File: config.mk
export PLATFORM = sky130hd
export DESIGN_NAME = tl_edge_queue_flat
export DESIGN_NICKNAME = d
export VERILOG_FILES = /design/src/rtl/tl_edge_queue_if.sv /design/src/rtl/tl_edge_queue.sv /design/src/flat_wrapper.sv
export SDC_FILE = /design/constraint.sdc
export NUM_CORES = 2
export LEC_CHECK = 0
export ABC_AREA = 0
export CAP_MARGIN = 20
export CORE_AREA = 2 2 479 481
export CTS_BUF_LIST = sky130_fd_sc_hd__clkbuf_4 sky130_fd_sc_hd__clkbuf_8
export DETAILED_ROUTE_END_ITERATION = 12
export DIE_AREA = 0 0 481 483
export PLACE_DENSITY = 0.44
export SYNTH_ARGS = -nofsm -noshare
export SYNTH_HDL_FRONTEND = slang
export SYNTH_SLANG_ARGS = --single-unit
File: constraint.sdc
create_clock -name clock -period 19.7 [get_ports clock]
set_clock_uncertainty 0.05 [all_clocks]
set_input_delay 3.94 -clock clock [delete_from_list [all_inputs] [get_ports clock]]
set_output_delay 3.94 -clock clock [all_outputs]
set_load 0.1 [all_outputs]
File: src/rtl/tl_edge_queue_if.sv
// TileLink-UL edge bundle: A channel flows master->slave, D channel flows slave->master.
interface tl_edge_queue_if #(
    parameter int SOURCE_W = 7,
    parameter int ADDR_W   = 36,
    parameter int DATA_W   = 256
);
    localparam int MASK_W = DATA_W / 8;

    logic                a_valid;
    logic                a_ready;
    logic [2:0]          a_opcode;
    logic [2:0]          a_size;
    logic [SOURCE_W-1:0] a_source;
    logic [ADDR_W-1:0]   a_address;
    logic [MASK_W-1:0]   a_mask;
    logic [DATA_W-1:0]   a_data;

    logic                d_valid;
    logic                d_ready;
    logic [2:0]          d_opcode;
    logic [1:0]          d_param;
    logic [2:0]          d_size;
    logic [SOURCE_W-1:0] d_source;
    logic                d_denied;
    logic [DATA_W-1:0]   d_data;

    modport master (
        output a_valid, a_opcode, a_size, a_source, a_address, a_mask, a_data,
        input  a_ready,
        input  d_valid, d_opcode, d_param, d_size, d_source, d_denied, d_data,
        output d_ready
    );

    modport slave (
        input  a_valid, a_opcode, a_size, a_source, a_address, a_mask, a_data,
        output a_ready,
        output d_valid, d_opcode, d_param, d_size, d_source, d_denied, d_data,
        input  d_ready
    );
endinterface

File: src/rtl/tl_edge_queue.sv
// TileLink-UL edge buffer: independent A (in->out) and D (out->in) circular queues with
// configurable depth, flow (bypass when empty) and pipe (ready-through when full) modes.
module tl_edge_queue_chan #(
    parameter int W     = 8,
    parameter int DEPTH = 2,
    parameter int FLOW  = 0,
    parameter int PIPE  = 1,
    parameter int CNT_W = 2
) (
    input  logic             clock,
    input  logic             reset,
    input  logic             in_valid,
    output logic             in_ready,
    input  logic [W-1:0]     in_bits,
    output logic             out_valid,
    input  logic             out_ready,
    output logic [W-1:0]     out_bits,
    output logic [CNT_W-1:0] count
);
    if (DEPTH == 0) begin : g_wire
        localparam int unused_mode = FLOW + PIPE;
        logic unused_clk_rst;
        assign unused_clk_rst = clock ^ reset;
        assign out_valid      = in_valid;
        assign in_ready       = out_ready;
        assign out_bits       = in_bits;
        assign count          = '0;
    end else begin : g_queue
        localparam int               PTR_W    = (DEPTH > 1) ? $clog2(DEPTH) : 1;
        localparam logic [PTR_W-1:0] LAST_PTR = PTR_W'(DEPTH - 1);
        localparam logic [CNT_W-1:0] FULL_CNT = CNT_W'(DEPTH);

        logic [W-1:0]     mem_q [DEPTH];
        logic [PTR_W-1:0] enq_q, enq_d;
        logic [PTR_W-1:0] deq_q, deq_d;
        logic [CNT_W-1:0] count_q, count_d;
        logic             empty, full, enq, deq, wr, rd;

        assign empty     = (count_q == '0);
        assign full      = (count_q == FULL_CNT);
        assign in_ready  = !full || ((PIPE != 0) && out_ready);
        assign out_valid = !empty || ((FLOW != 0) && in_valid);
        assign out_bits  = empty ? in_bits : mem_q[deq_q];
        assign count     = count_q;

        assign enq = in_valid && in_ready;
        assign deq = out_valid && out_ready;
        // A beat dequeued while empty can only be a flow bypass: it never touches storage.
        assign rd  = deq && !empty;
        assign wr  = enq && !(deq && empty);

        always_comb begin
            enq_d   = enq_q;
            deq_d   = deq_q;
            count_d = count_q + CNT_W'(wr) - CNT_W'(rd);
            if (wr) enq_d = (enq_q == LAST_PTR) ? '0 : enq_q + 1'b1;
            if (rd) deq_d = (deq_q == LAST_PTR) ? '0 : deq_q + 1'b1;
        end

        always_ff @(posedge clock) begin
            if (reset) begin
                enq_q   <= '0;
                deq_q   <= '0;
                count_q <= '0;
            end else begin
                enq_q   <= enq_d;
                deq_q   <= deq_d;
                count_q <= count_d;
            end
        end

        // Storage is deliberately not reset; stale entries are unreachable once count is 0.
        always_ff @(posedge clock) begin
            if (wr) mem_q[enq_q] <= in_bits;
        end

        a_count_bound: assert property (@(posedge clock) disable iff (reset) count_q <= FULL_CNT);
        a_no_overflow: assert property (@(posedge clock) disable iff (reset) wr |-> (!full || rd));
    end
endmodule

module tl_edge_queue #(
    parameter int SOURCE_W = 7,
    parameter int ADDR_W   = 36,
    parameter int DATA_W   = 256,
    parameter int A_DEPTH  = 2,
    parameter int D_DEPTH  = 2,
    parameter int A_FLOW   = 0,
    parameter int D_FLOW   = 0,
    parameter int A_PIPE   = 1,
    parameter int D_PIPE   = 1,
    localparam int A_CNT_W = (A_DEPTH > 0) ? $clog2(A_DEPTH + 1) : 1,
    localparam int D_CNT_W = (D_DEPTH > 0) ? $clog2(D_DEPTH + 1) : 1
) (
    input  logic               clock,
    input  logic               reset,
    tl_edge_queue_if.slave     io_in,
    tl_edge_queue_if.master    io_out,
    output logic [A_CNT_W-1:0] a_count,
    output logic [D_CNT_W-1:0] d_count
);
    localparam int MASK_W = DATA_W / 8;
    localparam int A_W    = 3 + 3 + SOURCE_W + ADDR_W + MASK_W + DATA_W;
    localparam int D_W    = 3 + 2 + 3 + SOURCE_W + 1 + DATA_W;

    logic [A_W-1:0] a_in_bits, a_out_bits;
    logic [D_W-1:0] d_in_bits, d_out_bits;

    assign a_in_bits = {io_in.a_opcode, io_in.a_size, io_in.a_source,
                        io_in.a_address, io_in.a_mask, io_in.a_data};
    assign {io_out.a_opcode, io_out.a_size, io_out.a_source,
            io_out.a_address, io_out.a_mask, io_out.a_data} = a_out_bits;

    // D travels from the downstream side (io_out) back to the upstream side (io_in).
    assign d_in_bits = {io_out.d_opcode, io_out.d_param, io_out.d_size,
                        io_out.d_source, io_out.d_denied, io_out.d_data};
    assign {io_in.d_opcode, io_in.d_param, io_in.d_size,
            io_in.d_source, io_in.d_denied, io_in.d_data} = d_out_bits;

    tl_edge_queue_chan #(
        .W(A_W), .DEPTH(A_DEPTH), .FLOW(A_FLOW), .PIPE(A_PIPE), .CNT_W(A_CNT_W)
    ) u_a_queue (
        .clock     (clock),
        .reset     (reset),
        .in_valid  (io_in.a_valid),
        .in_ready  (io_in.a_ready),
        .in_bits   (a_in_bits),
        .out_valid (io_out.a_valid),
        .out_ready (io_out.a_ready),
        .out_bits  (a_out_bits),
        .count     (a_count)
    );

    tl_edge_queue_chan #(
        .W(D_W), .DEPTH(D_DEPTH), .FLOW(D_FLOW), .PIPE(D_PIPE), .CNT_W(D_CNT_W)
    ) u_d_queue (
        .clock     (clock),
        .reset     (reset),
        .in_valid  (io_out.d_valid),
        .in_ready  (io_out.d_ready),
        .in_bits   (d_in_bits),
        .out_valid (io_in.d_valid),
        .out_ready (io_in.d_ready),
        .out_bits  (d_out_bits),
        .count     (d_count)
    );
endmodule

File: src/flat_wrapper.sv
// flat-port wrapper written by rule: the top's interface ports become plain ports
module tl_edge_queue_flat 
#(
    parameter int SOURCE_W = 7,
    parameter int ADDR_W   = 36,
    parameter int DATA_W   = 256,
    parameter int A_DEPTH  = 2,
    parameter int D_DEPTH  = 2,
    parameter int A_FLOW   = 0,
    parameter int D_FLOW   = 0,
    parameter int A_PIPE   = 1,
    parameter int D_PIPE   = 1,
    localparam int A_CNT_W = (A_DEPTH > 0) ? $clog2(A_DEPTH + 1) : 1,
    localparam int D_CNT_W = (D_DEPTH > 0) ? $clog2(D_DEPTH + 1) : 1
)
  (clock, reset, a_count, d_count, io_in_a_valid, io_in_a_opcode, io_in_a_size, io_in_a_source, io_in_a_address, io_in_a_mask, io_in_a_data, io_in_a_ready, io_in_d_valid, io_in_d_opcode, io_in_d_param, io_in_d_size, io_in_d_source, io_in_d_denied, io_in_d_data, io_in_d_ready, io_out_a_valid, io_out_a_opcode, io_out_a_size, io_out_a_source, io_out_a_address, io_out_a_mask, io_out_a_data, io_out_a_ready, io_out_d_valid, io_out_d_opcode, io_out_d_param, io_out_d_size, io_out_d_source, io_out_d_denied, io_out_d_data, io_out_d_ready);
  tl_edge_queue_if #(.SOURCE_W(SOURCE_W), .ADDR_W(ADDR_W), .DATA_W(DATA_W)) io_in_i ();
  tl_edge_queue_if #(.SOURCE_W(SOURCE_W), .ADDR_W(ADDR_W), .DATA_W(DATA_W)) io_out_i ();
  input  logic clock;
  input  logic reset;
  output logic [A_CNT_W-1:0] a_count;
  output logic [D_CNT_W-1:0] d_count;
  input wire logic [$bits(io_in_i.a_valid)-1:0] io_in_a_valid;
  input wire logic [$bits(io_in_i.a_opcode)-1:0] io_in_a_opcode;
  input wire logic [$bits(io_in_i.a_size)-1:0] io_in_a_size;
  input wire logic [$bits(io_in_i.a_source)-1:0] io_in_a_source;
  input wire logic [$bits(io_in_i.a_address)-1:0] io_in_a_address;
  input wire logic [$bits(io_in_i.a_mask)-1:0] io_in_a_mask;
  input wire logic [$bits(io_in_i.a_data)-1:0] io_in_a_data;
  output wire logic [$bits(io_in_i.a_ready)-1:0] io_in_a_ready;
  output wire logic [$bits(io_in_i.d_valid)-1:0] io_in_d_valid;
  output wire logic [$bits(io_in_i.d_opcode)-1:0] io_in_d_opcode;
  output wire logic [$bits(io_in_i.d_param)-1:0] io_in_d_param;
  output wire logic [$bits(io_in_i.d_size)-1:0] io_in_d_size;
  output wire logic [$bits(io_in_i.d_source)-1:0] io_in_d_source;
  output wire logic [$bits(io_in_i.d_denied)-1:0] io_in_d_denied;
  output wire logic [$bits(io_in_i.d_data)-1:0] io_in_d_data;
  input wire logic [$bits(io_in_i.d_ready)-1:0] io_in_d_ready;
  output wire logic [$bits(io_out_i.a_valid)-1:0] io_out_a_valid;
  output wire logic [$bits(io_out_i.a_opcode)-1:0] io_out_a_opcode;
  output wire logic [$bits(io_out_i.a_size)-1:0] io_out_a_size;
  output wire logic [$bits(io_out_i.a_source)-1:0] io_out_a_source;
  output wire logic [$bits(io_out_i.a_address)-1:0] io_out_a_address;
  output wire logic [$bits(io_out_i.a_mask)-1:0] io_out_a_mask;
  output wire logic [$bits(io_out_i.a_data)-1:0] io_out_a_data;
  input wire logic [$bits(io_out_i.a_ready)-1:0] io_out_a_ready;
  input wire logic [$bits(io_out_i.d_valid)-1:0] io_out_d_valid;
  input wire logic [$bits(io_out_i.d_opcode)-1:0] io_out_d_opcode;
  input wire logic [$bits(io_out_i.d_param)-1:0] io_out_d_param;
  input wire logic [$bits(io_out_i.d_size)-1:0] io_out_d_size;
  input wire logic [$bits(io_out_i.d_source)-1:0] io_out_d_source;
  input wire logic [$bits(io_out_i.d_denied)-1:0] io_out_d_denied;
  input wire logic [$bits(io_out_i.d_data)-1:0] io_out_d_data;
  output wire logic [$bits(io_out_i.d_ready)-1:0] io_out_d_ready;
  assign io_in_i.a_valid = io_in_a_valid;
  assign io_in_i.a_opcode = io_in_a_opcode;
  assign io_in_i.a_size = io_in_a_size;
  assign io_in_i.a_source = io_in_a_source;
  assign io_in_i.a_address = io_in_a_address;
  assign io_in_i.a_mask = io_in_a_mask;
  assign io_in_i.a_data = io_in_a_data;
  assign io_in_a_ready = io_in_i.a_ready;
  assign io_in_d_valid = io_in_i.d_valid;
  assign io_in_d_opcode = io_in_i.d_opcode;
  assign io_in_d_param = io_in_i.d_param;
  assign io_in_d_size = io_in_i.d_size;
  assign io_in_d_source = io_in_i.d_source;
  assign io_in_d_denied = io_in_i.d_denied;
  assign io_in_d_data = io_in_i.d_data;
  assign io_in_i.d_ready = io_in_d_ready;
  assign io_out_a_valid = io_out_i.a_valid;
  assign io_out_a_opcode = io_out_i.a_opcode;
  assign io_out_a_size = io_out_i.a_size;
  assign io_out_a_source = io_out_i.a_source;
  assign io_out_a_address = io_out_i.a_address;
  assign io_out_a_mask = io_out_i.a_mask;
  assign io_out_a_data = io_out_i.a_data;
  assign io_out_i.a_ready = io_out_a_ready;
  assign io_out_i.d_valid = io_out_d_valid;
  assign io_out_i.d_opcode = io_out_d_opcode;
  assign io_out_i.d_param = io_out_d_param;
  assign io_out_i.d_size = io_out_d_size;
  assign io_out_i.d_source = io_out_d_source;
  assign io_out_i.d_denied = io_out_d_denied;
  assign io_out_i.d_data = io_out_d_data;
  assign io_out_d_ready = io_out_i.d_ready;
  tl_edge_queue #(.SOURCE_W(SOURCE_W), .ADDR_W(ADDR_W), .DATA_W(DATA_W), .A_DEPTH(A_DEPTH), .D_DEPTH(D_DEPTH), .A_FLOW(A_FLOW), .D_FLOW(D_FLOW), .A_PIPE(A_PIPE), .D_PIPE(D_PIPE)) u_core (.clock(clock), .reset(reset), .io_in(io_in_i), .io_out(io_out_i), .a_count(a_count), .d_count(d_count));
endmodule
After elaboration in Yosys (flattened, before gate mapping)
Memory sizes are Yosys's and may differ from the RTL's. A register that Yosys moved wholly into a read port is not among the register bits. Index checks and enable logic that the tools add are counted.

Bits in writable memories: 1218. Output and inout bits: 617. Register bits after elaboration: 8. Logic and storage cells: 52. Memories kept: 2.

Memories: u_core.u_a_queue.g_queue.mem_q (depth 2, bits a word 337, read ports 1, clocked after Yosys merged registers in 1, write ports 1, RTL line tl_edge_queue.sv:33) `logic [W-1:0] mem_q [DEPTH];`; u_core.u_d_queue.g_queue.mem_q (depth 2, bits a word 272, read ports 1, clocked after Yosys merged registers in 1, write ports 1, RTL line tl_edge_queue.sv:33).

$add $sub $neg: 8. Reductions and logical operators: 20. Muxes and demuxes: 14. Equal/unequal tests: 2.

Operator list (number): 337-bit two-way mux (1); 272-bit two-way mux (1); 1-bit two-way mux (12); 1-bit logical AND (10); 1-bit logical NOT (6); 1-bit adder, second input constant (4); 2-bit by 1-bit adder with 2-bit output (2); 2-bit == test, second input constant (2); 2-bit logical NOT (2); 2-bit by 1-bit subtractor with 2-bit output (2); 1-bit logical OR (2).

Depth between registers and ports, before layout
Word-level depth: 8. Mapped depth: 8.

Hierarchy
Synthesis repeated with hierarchy kept, for this count alone.

Cell total of the unflattened synthesis: 3301. Area, all modules: 50153.1 um^2.

Modules (own cells, without submodules): tl_edge_queue_chan (u_core.u_a_queue) (times used 1, seq. area each 20339.5 um^2, area an instance 27923.0 um^2, cells an instance 1824); tl_edge_queue_chan (u_core.u_d_queue) (times used 1, seq. area each 16435.8 um^2, area an instance 22230.1 um^2, cells an instance 1477).

Worst setup path after synthesis
OpenSTA, ideal clock, no wires.

Path type: input to register. From: input io_out_a_ready. To: memory u_core.u_a_queue.g_queue.mem_q[0][0] in the netlist's numbering, enable pin. Data arrival time: 18.587 ns. Required time: 18.606 ns. Setup slack: 0.018 ns. Path buffers: 0. Stages: 3. Setup time: 1.044 ns. Cell sequence: or3b_2 nand2_1 nor2_1.

Longest elaborated chain between the ends: 6. Elaborated cells on any way between the ends: 8. Classes of those cells: mux (2); reduce/logical (6).

RTL lines: from (decl) (RTL line flat_wrapper.sv:46) `input wire logic [$bits(io_out_i.a_ready)-1:0] io_out_a_ready;`; 1-bit logical AND (RTL line tl_edge_queue.sv:47) `assign deq = out_valid && out_ready;`; 1-bit logical AND (RTL line tl_edge_queue.sv:50) `assign wr = enq && !(deq && empty);`; 1-bit logical NOT (RTL line tl_edge_queue.sv:50); 1-bit logical AND * (RTL line tl_edge_queue.sv:50); 1-bit two-way mux * (RTL line tl_edge_queue.sv:74) `if (wr) mem_q[enq_q] <= in_bits;`; 1-bit two-way mux (implied by the code) * (RTL line tl_edge_queue.sv:74); to (decl) (RTL line tl_edge_queue.sv:33).

Mark *: on every way between the ends. The rest lies on a longest branch, timed or not.

Final worst setup path
From: input io_in_a_mask[25]. To: output io_out_a_mask[25].

Longest elaborated chain between the ends: 1.

RTL lines: from (decl) (RTL line flat_wrapper.sv:28) `input wire logic [$bits(io_in_i.a_mask)-1:0] io_in_a_mask;`; 337-bit two-way mux (RTL line tl_edge_queue.sv:43) `assign out_bits = empty ? in_bits : mem_q[deq_q];`; to (decl) (RTL line flat_wrapper.sv:44) `output wire logic [$bits(io_out_i.a_mask)-1:0] io_out_a_mask;`.

Every way passes these cells.

==> results_dict.tcl <==
set metrics [dict create \
    post_route_cells_drive_above_1_share_pct 9.030 \
    fp.dieW_microns 481 \
    io_pins 1232 \
    synth_xor_area_share_pct 0.07055 \
    area_delta_synth_final_pct 40.19 \
    viasPerCell 4.032 \
    syn_nets 3921 \
    clkLatencyLatePin_ns 0.94 \
    outcome "finished, final reports clean" \
    initial_utilization_pct 21.89 \
    cts_setup_buffers 0 \
    cts-root-buf "clkbuf_8" \
    clkTransAtPathRegs_ns 0.06 \
    start_kind "input port" \
    ys_types 24 \
    cp_max_fo 3 \
    fmax_mhz 97.03 \
    period_share_pct 52.31 \
    drc 0 \
    postPlaceCellArea_sq_um 65130 \
    globalRouteTotalUtil_pct 14.44 \
    async_flop_share_pct 0 \
    clockBufferDepth 3 \
    ctsResizeCount 0 \
    htree_levels 4 \
    overflow 0 \
    maxCapViolations 0 \
    synth_compound_area_share_pct 6.158 \
    critPathKind "input port to output pin" \
    antenna_left 0 \
    ys_seq_elements 1228 \
    fp.dieH_microns 483 \
    cts_made_buffers 224 \
    yosys.area_share.simple_pct 4.875 \
    syn_area_per_cell_sq_um 15.04 \
    port-buffer-count 1231 \
    cts_sinks 1228 \
    synthMuxAreaShare_pct 12.32 \
    yosys_warnings 0 \
    fin_area_sq_um 69620 \
    gp_congestion 0.7760 \
    hold_class "flip-flop to flip-flop" \
    hold_viol 0 \
    antenna_found_initial 142 \
    layout.nets 5226 \
    mostFrequentLayoutCell "edfxtp_1" \
    core.rowCount 175 \
    grt_pass1_wl_mm 241.0 \
    place_hpwl_mm 122.2 \
    cp-end-kind "output pin" \
    coreArea_sq_um 226800 \
    die-area_sq_um 232300 \
    postRouteWirelength_mm 175.1 \
    rsz0062_at_grt "false" \
    setup_tns_ns 0 \
    synth_edf_count 1218 \
    dr.pass1.iters 5 \
    cp.required_ns 15.71 \
    whs_ns 0.4550 \
    drt_iter0_markers 1557 \
    min_period_ns 10.31 \
    first_global_vias 31890 \
    vias 31510 \
    synth_top_family_by_area "multiplexers" \
    layout_common_cells "edfxtp_1 (1218), clkdlybuf4s50_1 (1203), nor2_1 (617), a21oi_1 (609), mux2i_1 (609)" \
    worstMarginPinSlew_ns 1.270 \
    grt_max_degree 169 \
    max_slew_margin_pct 15.04 \
    synth_area_sq_um 49660 \
    routedWlPerCell_microns 22.40 \
    critical_path_arrival_ns 6.32 \
    setup_viol 0 \
    synth_seq_area_share_pct 74.05 \
    synth_fa_ha_area_share_pct 0.1008 \
    hold_buffers 0 \
    cts_tree "done" \
    ys.flop_type "edfxtp_1" \
    syn-instance-count 3302 \
    maxSlewViolCount 0 \
]
==> cell families after synthesis <==
family / count (synthesis)
simple gates: 635
flops: 1228
buf+inv: 209
fa+ha+maj: 4
compound gates: 611
mux: 611
xor+xnor: 4
==> synth_stat cells, types with 4 or more instances <==
cell type	number	area [sq um]
a21oi_1	609	3048
buf_2	160	800.8
buf_4	5	37.54
buf_6	26	292.8
clkbuf_1	11	41.29
dfxtp_1	10	200.2
edfxtp_1	1218	36580
ha_1	4	50.05
inv_1	4	15.01
mux2i_1	609	6096
nor2_1	619	2323
nor2b_1	4	25.02
xor2_1	4	35.03
==> cell type report <==
class                   count  area [sq um]
diodes                     22         55.05
repair buffers           1284         12910
clock buffers             303          3682
multi-input cells        1865         11710
well taps                3009          3765
fillers                 22950        157200
clock inverters           100         691.9
inverters                   4         15.01
flip-flops and latches   1228         36780
==> registers in the layout (all words and copies together), names as in the netlist, named ones only <==
register	flops
u_core.u_d_queue.count	2
u_core.u_a_queue.g_queue.mem_q	674
u_core.u_d_queue.g_queue.mem_q	544
u_core.u_d_queue.g_queue.deq_q	1
u_core.u_a_queue.count	2
u_core.u_d_queue.g_queue.enq_q	1
u_core.u_a_queue.g_queue.enq_q	1
u_core.u_a_queue.g_queue.deq_q	1
==> critical path, cell delays in order <==
cell and delay, ns:
clkdlybuf4s50_1 0.52, nor2_1 0.07, a21oi_1 0.53, clkdlybuf4s50_1 1.25
==> worst paths after layout <==
check / start / endpoint / slack, ns / cells after the start
max: io_in_a_mask[25] / io_out_a_mask[25] / 9.39 / 4
max reg2reg: u_core.u_a_queue.count[1] / u_core.u_a_queue.g_queue.mem_q[1][139] / 14.77 / 6
min reg2reg: u_core.u_d_queue.g_queue.deq_q / u_core.u_d_queue.g_queue.deq_q / 0.45 / 2
min: u_core.u_d_queue.g_queue.deq_q / u_core.u_d_queue.g_queue.deq_q / 0.45 / 2
==> metrics by stage <==
stage / worst slack, ns / util, % / cells
detailed placement: 9.286 / 28.71 / 7387
global route: 9.149 / 30.67 / 7799
CTS: 9.285 / 30.64 / 7790
global placement: 9.293 / 28.63 / 7378
floorplan: 0.01836 / - / 3302
finish: 9.394 / 30.69 / 7815
==> per-layer routing <==
layer	vias up	part of all wire, %	global-route usage [%]
met3	440	12	8.124
met2	1233	47	23.92
met1	14630	37	15.39
met5	-	0.44	0
met4	126	3.1	4.852
li1	15090	-	-
Power is not shown: default switching activity piles up to over one toggle a cycle in this logic, so the estimate is an artifact.
